==> config.mk <==
export PLATFORM = sky130hd
export DESIGN_NAME = mips_mc_core_flat
export DESIGN_NICKNAME = d
export VERILOG_FILES = /design/src/rtl/mips_mc_core_if.sv /design/src/rtl/mips_mc_core.sv /design/src/flat_wrapper.sv
export SDC_FILE = /design/constraint.sdc
export NUM_CORES = 2
export LEC_CHECK = 0
export ABC_AREA = 1
export CORE_ASPECT_RATIO = 1.75
export CORE_MARGIN = 4
export CORE_UTILIZATION = 40
export DETAILED_ROUTE_END_ITERATION = 8
export PLACE_DENSITY = 0.65
export SLEW_MARGIN = 5
export SYNTH_ARGS = -nofsm -noshare
export SYNTH_HDL_FRONTEND = slang
export SYNTH_SLANG_ARGS = --single-unit
export TNS_END_PERCENT = 50
==> constraint.sdc <==
create_clock -name clk -period 4.56 [get_ports clk]
set_clock_uncertainty 0.1 [all_clocks]
set_input_delay 0.912 -clock clk [delete_from_list [all_inputs] [get_ports clk]]
set_output_delay 0.912 -clock clk [all_outputs]
set_load 0.02 [all_outputs]
==> src/rtl/mips_mc_core_if.sv <==
// rtl/mips_mc_core_if.sv - req/ack memory port shared by mips_mc_core and its memory
interface mips_mc_core_if;
    logic        mem_req;
    logic        mem_we;
    logic [31:0] mem_addr;
    logic [31:0] mem_wdata;
    logic [31:0] mem_rdata;
    logic        mem_ack;

    modport master (
        output mem_req, mem_we, mem_addr, mem_wdata,
        input  mem_rdata, mem_ack
    );

    modport slave (
        input  mem_req, mem_we, mem_addr, mem_wdata,
        output mem_rdata, mem_ack
    );
endinterface

==> src/rtl/mips_mc_core.sv <==
// rtl/mips_mc_core.sv - multi-cycle MIPS-subset core with clock-enable and req/ack memory port
// MIPS_MC_CORE_TRAP_EN: unrecognised instructions halt the core instead of executing as NOP.
module mips_mc_core #(
    parameter logic [31:0] RESET_PC = 32'h0000_0000,
    parameter logic [4:0]  DBG_REG  = 5'd2
) (
    input  logic                  clk,
    input  logic                  rst,
    input  logic                  en,
    mips_mc_core_if.master        mem,
    output logic [31:0]           pc,
    output logic [31:0]           dbg_reg,
    output logic                  halted
);
`ifdef MIPS_MC_CORE_TRAP_EN
    localparam logic TRAP_EN = 1'b1;
`else
    localparam logic TRAP_EN = 1'b0;
`endif

    localparam logic [5:0] OP_R = 6'h00, OP_J = 6'h02, OP_JAL = 6'h03, OP_BEQ = 6'h04;
    localparam logic [5:0] OP_BNE = 6'h05, OP_ADDI = 6'h08, OP_ADDIU = 6'h09, OP_SLTI = 6'h0A;
    localparam logic [5:0] OP_SLTIU = 6'h0B, OP_ANDI = 6'h0C, OP_ORI = 6'h0D, OP_XORI = 6'h0E;
    localparam logic [5:0] OP_LUI = 6'h0F, OP_LW = 6'h23, OP_SW = 6'h2B;
    localparam logic [5:0] F_SLL = 6'h00, F_SRL = 6'h02, F_SRA = 6'h03, F_JR = 6'h08;
    localparam logic [5:0] F_ADD = 6'h20, F_ADDU = 6'h21, F_SUB = 6'h22, F_SUBU = 6'h23;
    localparam logic [5:0] F_AND = 6'h24, F_OR = 6'h25, F_XOR = 6'h26, F_NOR = 6'h27;
    localparam logic [5:0] F_SLT = 6'h2A, F_SLTU = 6'h2B;

    typedef enum logic [2:0] {S_FETCH, S_DECODE, S_EXEC, S_MEM, S_WB, S_HALT} state_t;

    state_t      state_q, state_d;
    logic [31:0] pc_q, ir_q, a_q, b_q, alu_q;
    logic        ovf_q;
    logic [31:0] rf_q [0:31];

    logic [5:0]  op, fn;
    logic [4:0]  rs, rt, rd, shamt, wb_dst;
    logic [31:0] imm_sext, imm_zext, pc_plus4, jtarget, br_target, rf_rs, rf_rt;
    logic        is_r, is_j, is_jal, is_jr, is_br, is_lw, is_sw, legal, br_taken;
    logic [31:0] opb, sum, diff, alu_res;
    logic        alu_ovf;

    assign op        = ir_q[31:26];
    assign rs        = ir_q[25:21];
    assign rt        = ir_q[20:16];
    assign rd        = ir_q[15:11];
    assign shamt     = ir_q[10:6];
    assign fn        = ir_q[5:0];
    assign imm_sext  = {{16{ir_q[15]}}, ir_q[15:0]};
    assign imm_zext  = {16'h0000, ir_q[15:0]};
    assign pc_plus4  = pc_q + 32'd4;
    assign jtarget   = {pc_plus4[31:28], ir_q[25:0], 2'b00};
    assign br_target = pc_plus4 + {imm_sext[29:0], 2'b00};
    assign rf_rs     = rf_q[rs];
    assign rf_rt     = rf_q[rt];
    assign is_r      = (op == OP_R);
    assign is_j      = (op == OP_J);
    assign is_jal    = (op == OP_JAL);
    assign is_jr     = is_r && (fn == F_JR);
    assign is_br     = (op == OP_BEQ) || (op == OP_BNE);
    assign is_lw     = (op == OP_LW);
    assign is_sw     = (op == OP_SW);
    assign br_taken  = (op == OP_BEQ) ? (a_q == b_q) : (a_q != b_q);
    assign wb_dst    = is_r ? rd : rt;
    assign pc        = pc_q;
    assign dbg_reg   = rf_q[DBG_REG];

    always_comb begin
        legal = 1'b0;
        if (is_r) begin
            legal = fn inside {F_SLL, F_SRL, F_SRA, F_JR, F_ADD, F_ADDU, F_SUB, F_SUBU,
                               F_AND, F_OR, F_XOR, F_NOR, F_SLT, F_SLTU};
        end else begin
            legal = op inside {OP_J, OP_JAL, OP_BEQ, OP_BNE, OP_ADDI, OP_ADDIU, OP_SLTI,
                               OP_SLTIU, OP_ANDI, OP_ORI, OP_XORI, OP_LUI, OP_LW, OP_SW};
        end
    end

    // Immediate ALU ops take the extended immediate; R-type, branches compare/operate on B.
    always_comb begin
        opb = b_q;
        if (!is_r && !is_br) begin
            opb = (op == OP_ANDI || op == OP_ORI || op == OP_XORI) ? imm_zext : imm_sext;
        end
        sum     = a_q + opb;
        diff    = a_q - opb;
        alu_res = sum;
        alu_ovf = 1'b0;
        if (is_r) begin
            case (fn)
                F_ADD:  alu_ovf = (a_q[31] == opb[31]) && (sum[31] != a_q[31]);
                F_SUB:  begin
                    alu_res = diff;
                    alu_ovf = (a_q[31] != opb[31]) && (diff[31] != a_q[31]);
                end
                F_SUBU: alu_res = diff;
                F_AND:  alu_res = a_q & opb;
                F_OR:   alu_res = a_q | opb;
                F_XOR:  alu_res = a_q ^ opb;
                F_NOR:  alu_res = ~(a_q | opb);
                F_SLT:  alu_res = {31'd0, $signed(a_q) < $signed(opb)};
                F_SLTU: alu_res = {31'd0, a_q < opb};
                F_SLL:  alu_res = b_q << shamt;
                F_SRL:  alu_res = b_q >> shamt;
                F_SRA:  alu_res = $unsigned($signed(b_q) >>> shamt);
                default: ;
            endcase
        end else begin
            case (op)
                OP_ADDI:  alu_ovf = (a_q[31] == opb[31]) && (sum[31] != a_q[31]);
                OP_SLTI:  alu_res = {31'd0, $signed(a_q) < $signed(opb)};
                OP_SLTIU: alu_res = {31'd0, a_q < opb};
                OP_ANDI:  alu_res = a_q & opb;
                OP_ORI:   alu_res = a_q | opb;
                OP_XORI:  alu_res = a_q ^ opb;
                OP_LUI:   alu_res = {ir_q[15:0], 16'h0000};
                default: ;
            endcase
        end
    end

    always_ff @(posedge clk) begin
        if (rst) begin
            state_q <= S_FETCH;
        end else if (en) begin
            state_q <= state_d;
        end
    end

    always_comb begin
        state_d = state_q;
        case (state_q)
            S_FETCH:  if (mem.mem_ack) state_d = S_DECODE;
            S_DECODE: begin
                if (!legal)                      state_d = TRAP_EN ? S_HALT : S_FETCH;
                else if (is_j || is_jal || is_jr) state_d = S_FETCH;
                else                             state_d = S_EXEC;
            end
            S_EXEC: begin
                if (is_br)               state_d = S_FETCH;
                else if (is_lw || is_sw) state_d = S_MEM;
                else                     state_d = S_WB;
            end
            S_MEM:    if (mem.mem_ack) state_d = is_sw ? S_FETCH : S_WB;
            S_WB:     state_d = S_FETCH;
            default:  state_d = S_HALT;
        endcase
    end

    // Bus outputs come only from registered state; rst masks the request at once.
    always_comb begin
        mem.mem_req   = 1'b0;
        mem.mem_we    = 1'b0;
        mem.mem_addr  = pc_q;
        mem.mem_wdata = b_q;
        halted        = TRAP_EN && (state_q == S_HALT);
        if (!rst) begin
            case (state_q)
                S_FETCH: mem.mem_req = 1'b1;
                S_MEM: begin
                    mem.mem_req  = 1'b1;
                    mem.mem_we   = is_sw;
                    mem.mem_addr = {alu_q[31:2], 2'b00};
                end
                default: ;
            endcase
        end
    end

    always_ff @(posedge clk) begin
        if (rst) begin
            pc_q  <= RESET_PC;
            ir_q  <= '0;
            a_q   <= '0;
            b_q   <= '0;
            alu_q <= '0;
            ovf_q <= 1'b0;
            for (int i = 0; i < 32; i++) rf_q[i] <= '0;
        end else if (en) begin
            case (state_q)
                S_FETCH: if (mem.mem_ack) ir_q <= mem.mem_rdata;
                S_DECODE: begin
                    a_q <= rf_rs;
                    b_q <= rf_rt;
                    if (!legal) begin
                        if (!TRAP_EN) pc_q <= pc_plus4;
                    end else if (is_jr) begin
                        pc_q <= rf_rs;
                    end else if (is_j || is_jal) begin
                        pc_q <= jtarget;
                        if (is_jal) rf_q[31] <= pc_plus4;
                    end
                end
                S_EXEC: begin
                    alu_q <= alu_res;
                    ovf_q <= alu_ovf;
                    if (is_br) pc_q <= br_taken ? br_target : pc_plus4;
                end
                S_MEM: if (mem.mem_ack) begin
                    if (is_sw) pc_q <= pc_plus4;
                    else       alu_q <= mem.mem_rdata;
                end
                S_WB: begin
                    if (!ovf_q && wb_dst != 5'd0) rf_q[wb_dst] <= alu_q;
                    pc_q <= pc_plus4;
                end
                default: ;
            endcase
        end
    end
endmodule

==> src/flat_wrapper.sv <==
// flat-port wrapper written by rule: the top's interface ports become plain ports
module mips_mc_core_flat 
#(
    parameter logic [31:0] RESET_PC = 32'h0000_0000,
    parameter logic [4:0]  DBG_REG  = 5'd2
)
  (clk, rst, en, pc, dbg_reg, halted, mem_mem_req, mem_mem_we, mem_mem_addr, mem_mem_wdata, mem_mem_rdata, mem_mem_ack);
  mips_mc_core_if mem_i ();
  input  logic clk;
  input  logic rst;
  input  logic en;
  output logic [31:0] pc;
  output logic [31:0] dbg_reg;
  output logic halted;
  output wire logic [$bits(mem_i.mem_req)-1:0] mem_mem_req;
  output wire logic [$bits(mem_i.mem_we)-1:0] mem_mem_we;
  output wire logic [$bits(mem_i.mem_addr)-1:0] mem_mem_addr;
  output wire logic [$bits(mem_i.mem_wdata)-1:0] mem_mem_wdata;
  input wire logic [$bits(mem_i.mem_rdata)-1:0] mem_mem_rdata;
  input wire logic [$bits(mem_i.mem_ack)-1:0] mem_mem_ack;
  assign mem_mem_req = mem_i.mem_req;
  assign mem_mem_we = mem_i.mem_we;
  assign mem_mem_addr = mem_i.mem_addr;
  assign mem_mem_wdata = mem_i.mem_wdata;
  assign mem_i.mem_rdata = mem_mem_rdata;
  assign mem_i.mem_ack = mem_mem_ack;
  mips_mc_core #(.RESET_PC(RESET_PC), .DBG_REG(DBG_REG)) u_core (.clk(clk), .rst(rst), .en(en), .mem(mem_i), .pc(pc), .dbg_reg(dbg_reg), .halted(halted));
endmodule
==> run summary <==
The run finished with clean final reports. Of the total power, the share spent switching nets is 39.3%. Setup repair after global routing could not meet its margin everywhere. Among all flip-flop cells after synthesis, the most frequent one is sky130_fd_sc_hd__edfxtp_1. The run gives 1.12 as the routability congestion estimate.

The worst register-to-register path ends at u_core.alu_q[17]. Per report_power, the sequential group accounts for 36.2% of the total. The worst path in the final design needs a cycle of 4440 ps, including I/O delays and setup. For this run, the post-layout net count is 10600. Number of antenna violations at the first check in global routing: 49. The cell with the largest stage delay on the worst path was sky130_fd_sc_hd__ha_1. The per-cell via count in the routed design is 6.52, and the distinct cell type count after synthesis is 60.

During placement, the flow inserted port buffers numbering 165. In this run the worst path has a maximum fanout of 40. Entering global routing, the biggest net connects 157 pins.

The setup check on the worst reg-to-reg path leaves a slack of 120 ps. Once the floorplan was initialized, standard cells occupied 40.2% of the core. For the via count of the first global-routing pass, the log shows 80300. The tools report the wire length after detailed routing as 460 mm.

The aggregate negative setup slack is 0 ps, and the top cell type's share of synthesized area is 40.4%. For the number of inserted filler cells in the final layout, the log shows 18800. At the pin with the least slew margin, the transition time is 1260 ps. After floorplanning, the core was divided into 211 placement rows.

The global-route wire length before repair is 627 mm. In this run, CTS created clock tree buffers numbering 119. The top cell types in the final layout, fill and taps aside, are sky130_fd_sc_hd__nor2_1, sky130_fd_sc_hd__o21ai_0, sky130_fd_sc_hd__nand2_1. The worst-case IR drop observed on VDD is 0.350 mV. The first-pass detailed-route iteration total was 9; the final number of hold-violating endpoints was 0.

The fraction of layout instances using a drive strength above 1 is 10.5%. The H-tree generated during clock tree synthesis spans 3 levels. The synthesized design contains 1024 enable-type register cells. Summing all placed instances gives a cell area of 84300 um2. The vertical die dimension came out at 585 um.

The number of synthesized register bits came out at 1193. Detailed placement finished with a half-perimeter wire length of 326 mm. The tools report the residual DRC count as 0.

The count of cells along the worst register-to-register path works out to 23. The logs give 189000 um2 for the area of the placeable core and 44.9% for the sequential-to-total area share from yosys stat. The routed layout has 84700 vias. The critical path starts at u_core.ir_q[31]. Global routing used 45.3% of the available tracks across all layers. The register clock-pin slew on the reported worst setup and hold paths is 70 ps. STA puts the critical path data arrival time at 4980 ps.

The tree built by TritonCTS fans out to 1193 sinks. Summing internal, switching and leakage power gives 35100 uW. Counting flops with an async set or reset pin after synthesis yields a share of 0%.

TritonCTS built the clock tree. Reg-to-reg startpoint: u_core.ir_q[31]. Sorting the synthesized cells by area gives the leading types as sky130_fd_sc_hd__edfxtp_1, sky130_fd_sc_hd__nor2_1, sky130_fd_sc_hd__o21ai_0. The area growth from synthesis to final layout is 16.4%, and the clock group share of total power is 29.7%.

In this run the count of I/O pins placed on the die edge is 167. The average routed wire per standard cell works out to 35.4 um. Across the run, the number of max-cap violations was 0. The maximum clock frequency was 0.225 GHz; the relative slew slack was 16.2%. The final design area excluding fillers was 88500 um2; the count of buffering cells on the critical path with inverters included was 6. The sum of overflow across all layers after global routing is 0.

The starting DRC count in detailed routing came out at 13300. Cells fill 46.8% of the core in the end. The largest stage delay on the critical path was 350 ps. The tools report the type of element launching the critical path as a register. The number of nets with antenna violations after detailed routing is 0. Traced cell by cell, the critical path runs through nor2_2, nand4_1, nand2_2, buf_12, nand2_1, o21ai_0, inv_1, ha_1, nor2_1, buf_4, inv_1, o21bai_1, buf_4, o21ai_0, nand3_1, nand2_1, nand3_1, nand3_1, buf_4, nand2_1, nand2_1, nand2_1, a21oi_1. The post-CTS repair timing setup buffer count came out at 0. Power spread over the standard cell area amounts to 397 nW/um2.

The cell at the root of the clock tree is sky130_fd_sc_hd__clkbuf_16. In the post-route analysis, the smallest setup slack over all paths is 117 ps. The number of cells on the critical path came out at 23. The clock latency on the worst-skew pair is 800 ps. The run gives 76000 um2 as the combined area of all synthesized cells.

The average instance area after synthesis came out at 7.49 um2. Synthesis produced 10200 cells. Per report_power, the combinational group accounts for 34.1% of the total. By startpoint and endpoint, the worst setup path is classified as reg -> reg. OpenSTA, run right after detailed placement, puts the worst setup slack at -341 ps.

The total of endpoints with negative setup slack in the final report was 0. Static leakage: 0.0340 uW. The floorplan step set the die width to 338 um. The power dissipated by switching net loads was 13800 uW.

The die covers 197000 um2. The min-delay analysis places its worst path in the category reg -> reg. The sort of element at the end of the critical path was a register. The largest total area in the synthesized netlist belongs to sky130_fd_sc_hd__edfxtp_1. The critical path's top delay family was simple AND/OR/NAND/NOR gates. Yosys printed 0 warnings. The critical path ends at u_core.alu_q[17]. The library cell appearing most often on the critical path is sky130_fd_sc_hd__nand2_1. For the final-report max-slew violation count, the log shows 0.

The run gives 21300 uW as the internal power consumption. Data on the critical path is required at its endpoint by 5100 ps. Dividing the final minimum period by the clock period gives 97.4%. Leaving out fill and tap cells, the most frequent cell in the layout is sky130_fd_sc_hd__nor2_1. The longest clock path from root to sink contains 3 buffers.
## registers in the layout (all words and copies together), names as in the netlist, named ones only
register              cells
u_core.state_q            3
u_core.alu_q             32
u_core.rf_q            1024
u_core.a_q               32
u_core.mem.mem_wdata     32
u_core.ovf_q              1
u_core.pc                32
u_core.ir_q              32
## how the worst min path moves through the flow
stage	cells after the start	startpoint	slack, ps	endpoint
after CTS	2	u_core.alu_q[26]	370	u_core.alu_q[26]
after global routing	2	u_core.alu_q[26]	390	u_core.alu_q[26]
after detailed placement	2	u_core.ir_q[21]	360	register
after floorplan	2	u_core.ir_q[21]	340	register
final	2	u_core.alu_q[25]	370	u_core.alu_q[25]
after global placement	2	u_core.ir_q[23]	350	register
## worst register-to-register path: stages, from the launching register on
cell and delay [ps]:
sky130_fd_sc_hd__dfxtp_1 320, sky130_fd_sc_hd__nor2_2 200, sky130_fd_sc_hd__nand4_1 180, sky130_fd_sc_hd__nand2_2 140, sky130_fd_sc_hd__buf_12 240, sky130_fd_sc_hd__nand2_1 270, sky130_fd_sc_hd__o21ai_0 170, sky130_fd_sc_hd__inv_1 110
sky130_fd_sc_hd__ha_1 350, sky130_fd_sc_hd__nor2_1 260, sky130_fd_sc_hd__buf_4 180, sky130_fd_sc_hd__inv_1 40, sky130_fd_sc_hd__o21bai_1 260, sky130_fd_sc_hd__buf_4 200, sky130_fd_sc_hd__o21ai_0 160, sky130_fd_sc_hd__nand3_1 110
sky130_fd_sc_hd__nand2_1 60, sky130_fd_sc_hd__nand3_1 90, sky130_fd_sc_hd__nand3_1 260, sky130_fd_sc_hd__buf_4 270, sky130_fd_sc_hd__nand2_1 60, sky130_fd_sc_hd__nand2_1 120, sky130_fd_sc_hd__nand2_1 100, sky130_fd_sc_hd__a21oi_1 60
## per-stage QoR
step	hold slack, ps	std cells
6_report	373	13000
5_1_grt	388	13000
4_1_cts	374	13000
3_5_place_dp	362	12700
3_3_place_gp	351	12700
2_1_floorplan	335	10200
## power by group through the flow
stage	logic, uW	clock network [uW]	registers [uW]
6_report	12000	10400	12700
5_1_grt	12300	10800	12700
4_1_cts	11400	10400	12700
3_5_place_dp	11300	0	12900
3_3_place_gp	11300	0	12900
2_1_floorplan	5230	0	12800
## logic make-up after synthesis
logic type / Yosys count / synth area share (%)
flops: 1193 / 44.9
simple gates: 4764 / 25.3
fa+ha+maj: 129 / 2.15
compound gates: 2610 / 19.6
other cells: 1 / 0.00493
xor+xnor: 72 / 0.829
buf+inv: 1386 / 7.26
## area by class of cell
class | count | area (um2) | area share (%)
clock inverters | 87 | 912 | 1.03
repair buffers | 940 | 8340 | 9.43
multi-input cells | 7608 | 36800 | 41.5
flip-flops and latches | 1193 | 34200 | 38.6
diodes | 23 | 57.6 | 0.0650
clock buffers | 139 | 3070 | 3.47
inverters | 553 | 2120 | 2.39
well taps | 2449 | 3060 | 3.46
## cell usage after synthesis, types with 10 or more instances
master                     number
sky130_fd_sc_hd__nor2_1      2593
sky130_fd_sc_hd__o21ai_0     1482
sky130_fd_sc_hd__nand2_1     1299
sky130_fd_sc_hd__edfxtp_1    1024
sky130_fd_sc_hd__nand3_1      688
sky130_fd_sc_hd__clkbuf_1     662
sky130_fd_sc_hd__inv_1        537
sky130_fd_sc_hd__o22ai_1      390
sky130_fd_sc_hd__a21oi_1      344
sky130_fd_sc_hd__o221ai_1     241
sky130_fd_sc_hd__dfxtp_1      169
sky130_fd_sc_hd__ha_1         126
sky130_fd_sc_hd__buf_2         93
sky130_fd_sc_hd__nand4_1       75
sky130_fd_sc_hd__buf_1         49
sky130_fd_sc_hd__xor2_1        42
sky130_fd_sc_hd__nor3_1        41
sky130_fd_sc_hd__o211ai_1      34
sky130_fd_sc_hd__a211oi_1      30
sky130_fd_sc_hd__xnor2_1       30
sky130_fd_sc_hd__buf_6         23
sky130_fd_sc_hd__o21bai_1      17
sky130_fd_sc_hd__a31oi_1       13
sky130_fd_sc_hd__and2_1        13
sky130_fd_sc_hd__nor4_1        12
sky130_fd_sc_hd__o32ai_1       11
sky130_fd_sc_hd__o21a_1        10
## per-layer routing
metal / GRT usage (%) / share of wire, %
met1: 47.1 / 31
met5: 0.421 / 0.070
met4: 43.5 / 12
met2: 73.3 / 46
met3: 12.0 / 10
## timing repair
| action | in CTS | in global routing |
|---|---|---|
| gates resized for setup | 8 | 32 |
| setup endpoints to repair | 22 | 34 |
| gates cloned | 0 | 0 |
| hold buffers | 0 | 0 |
Note: power is estimated with default switching activity, not from simulation.
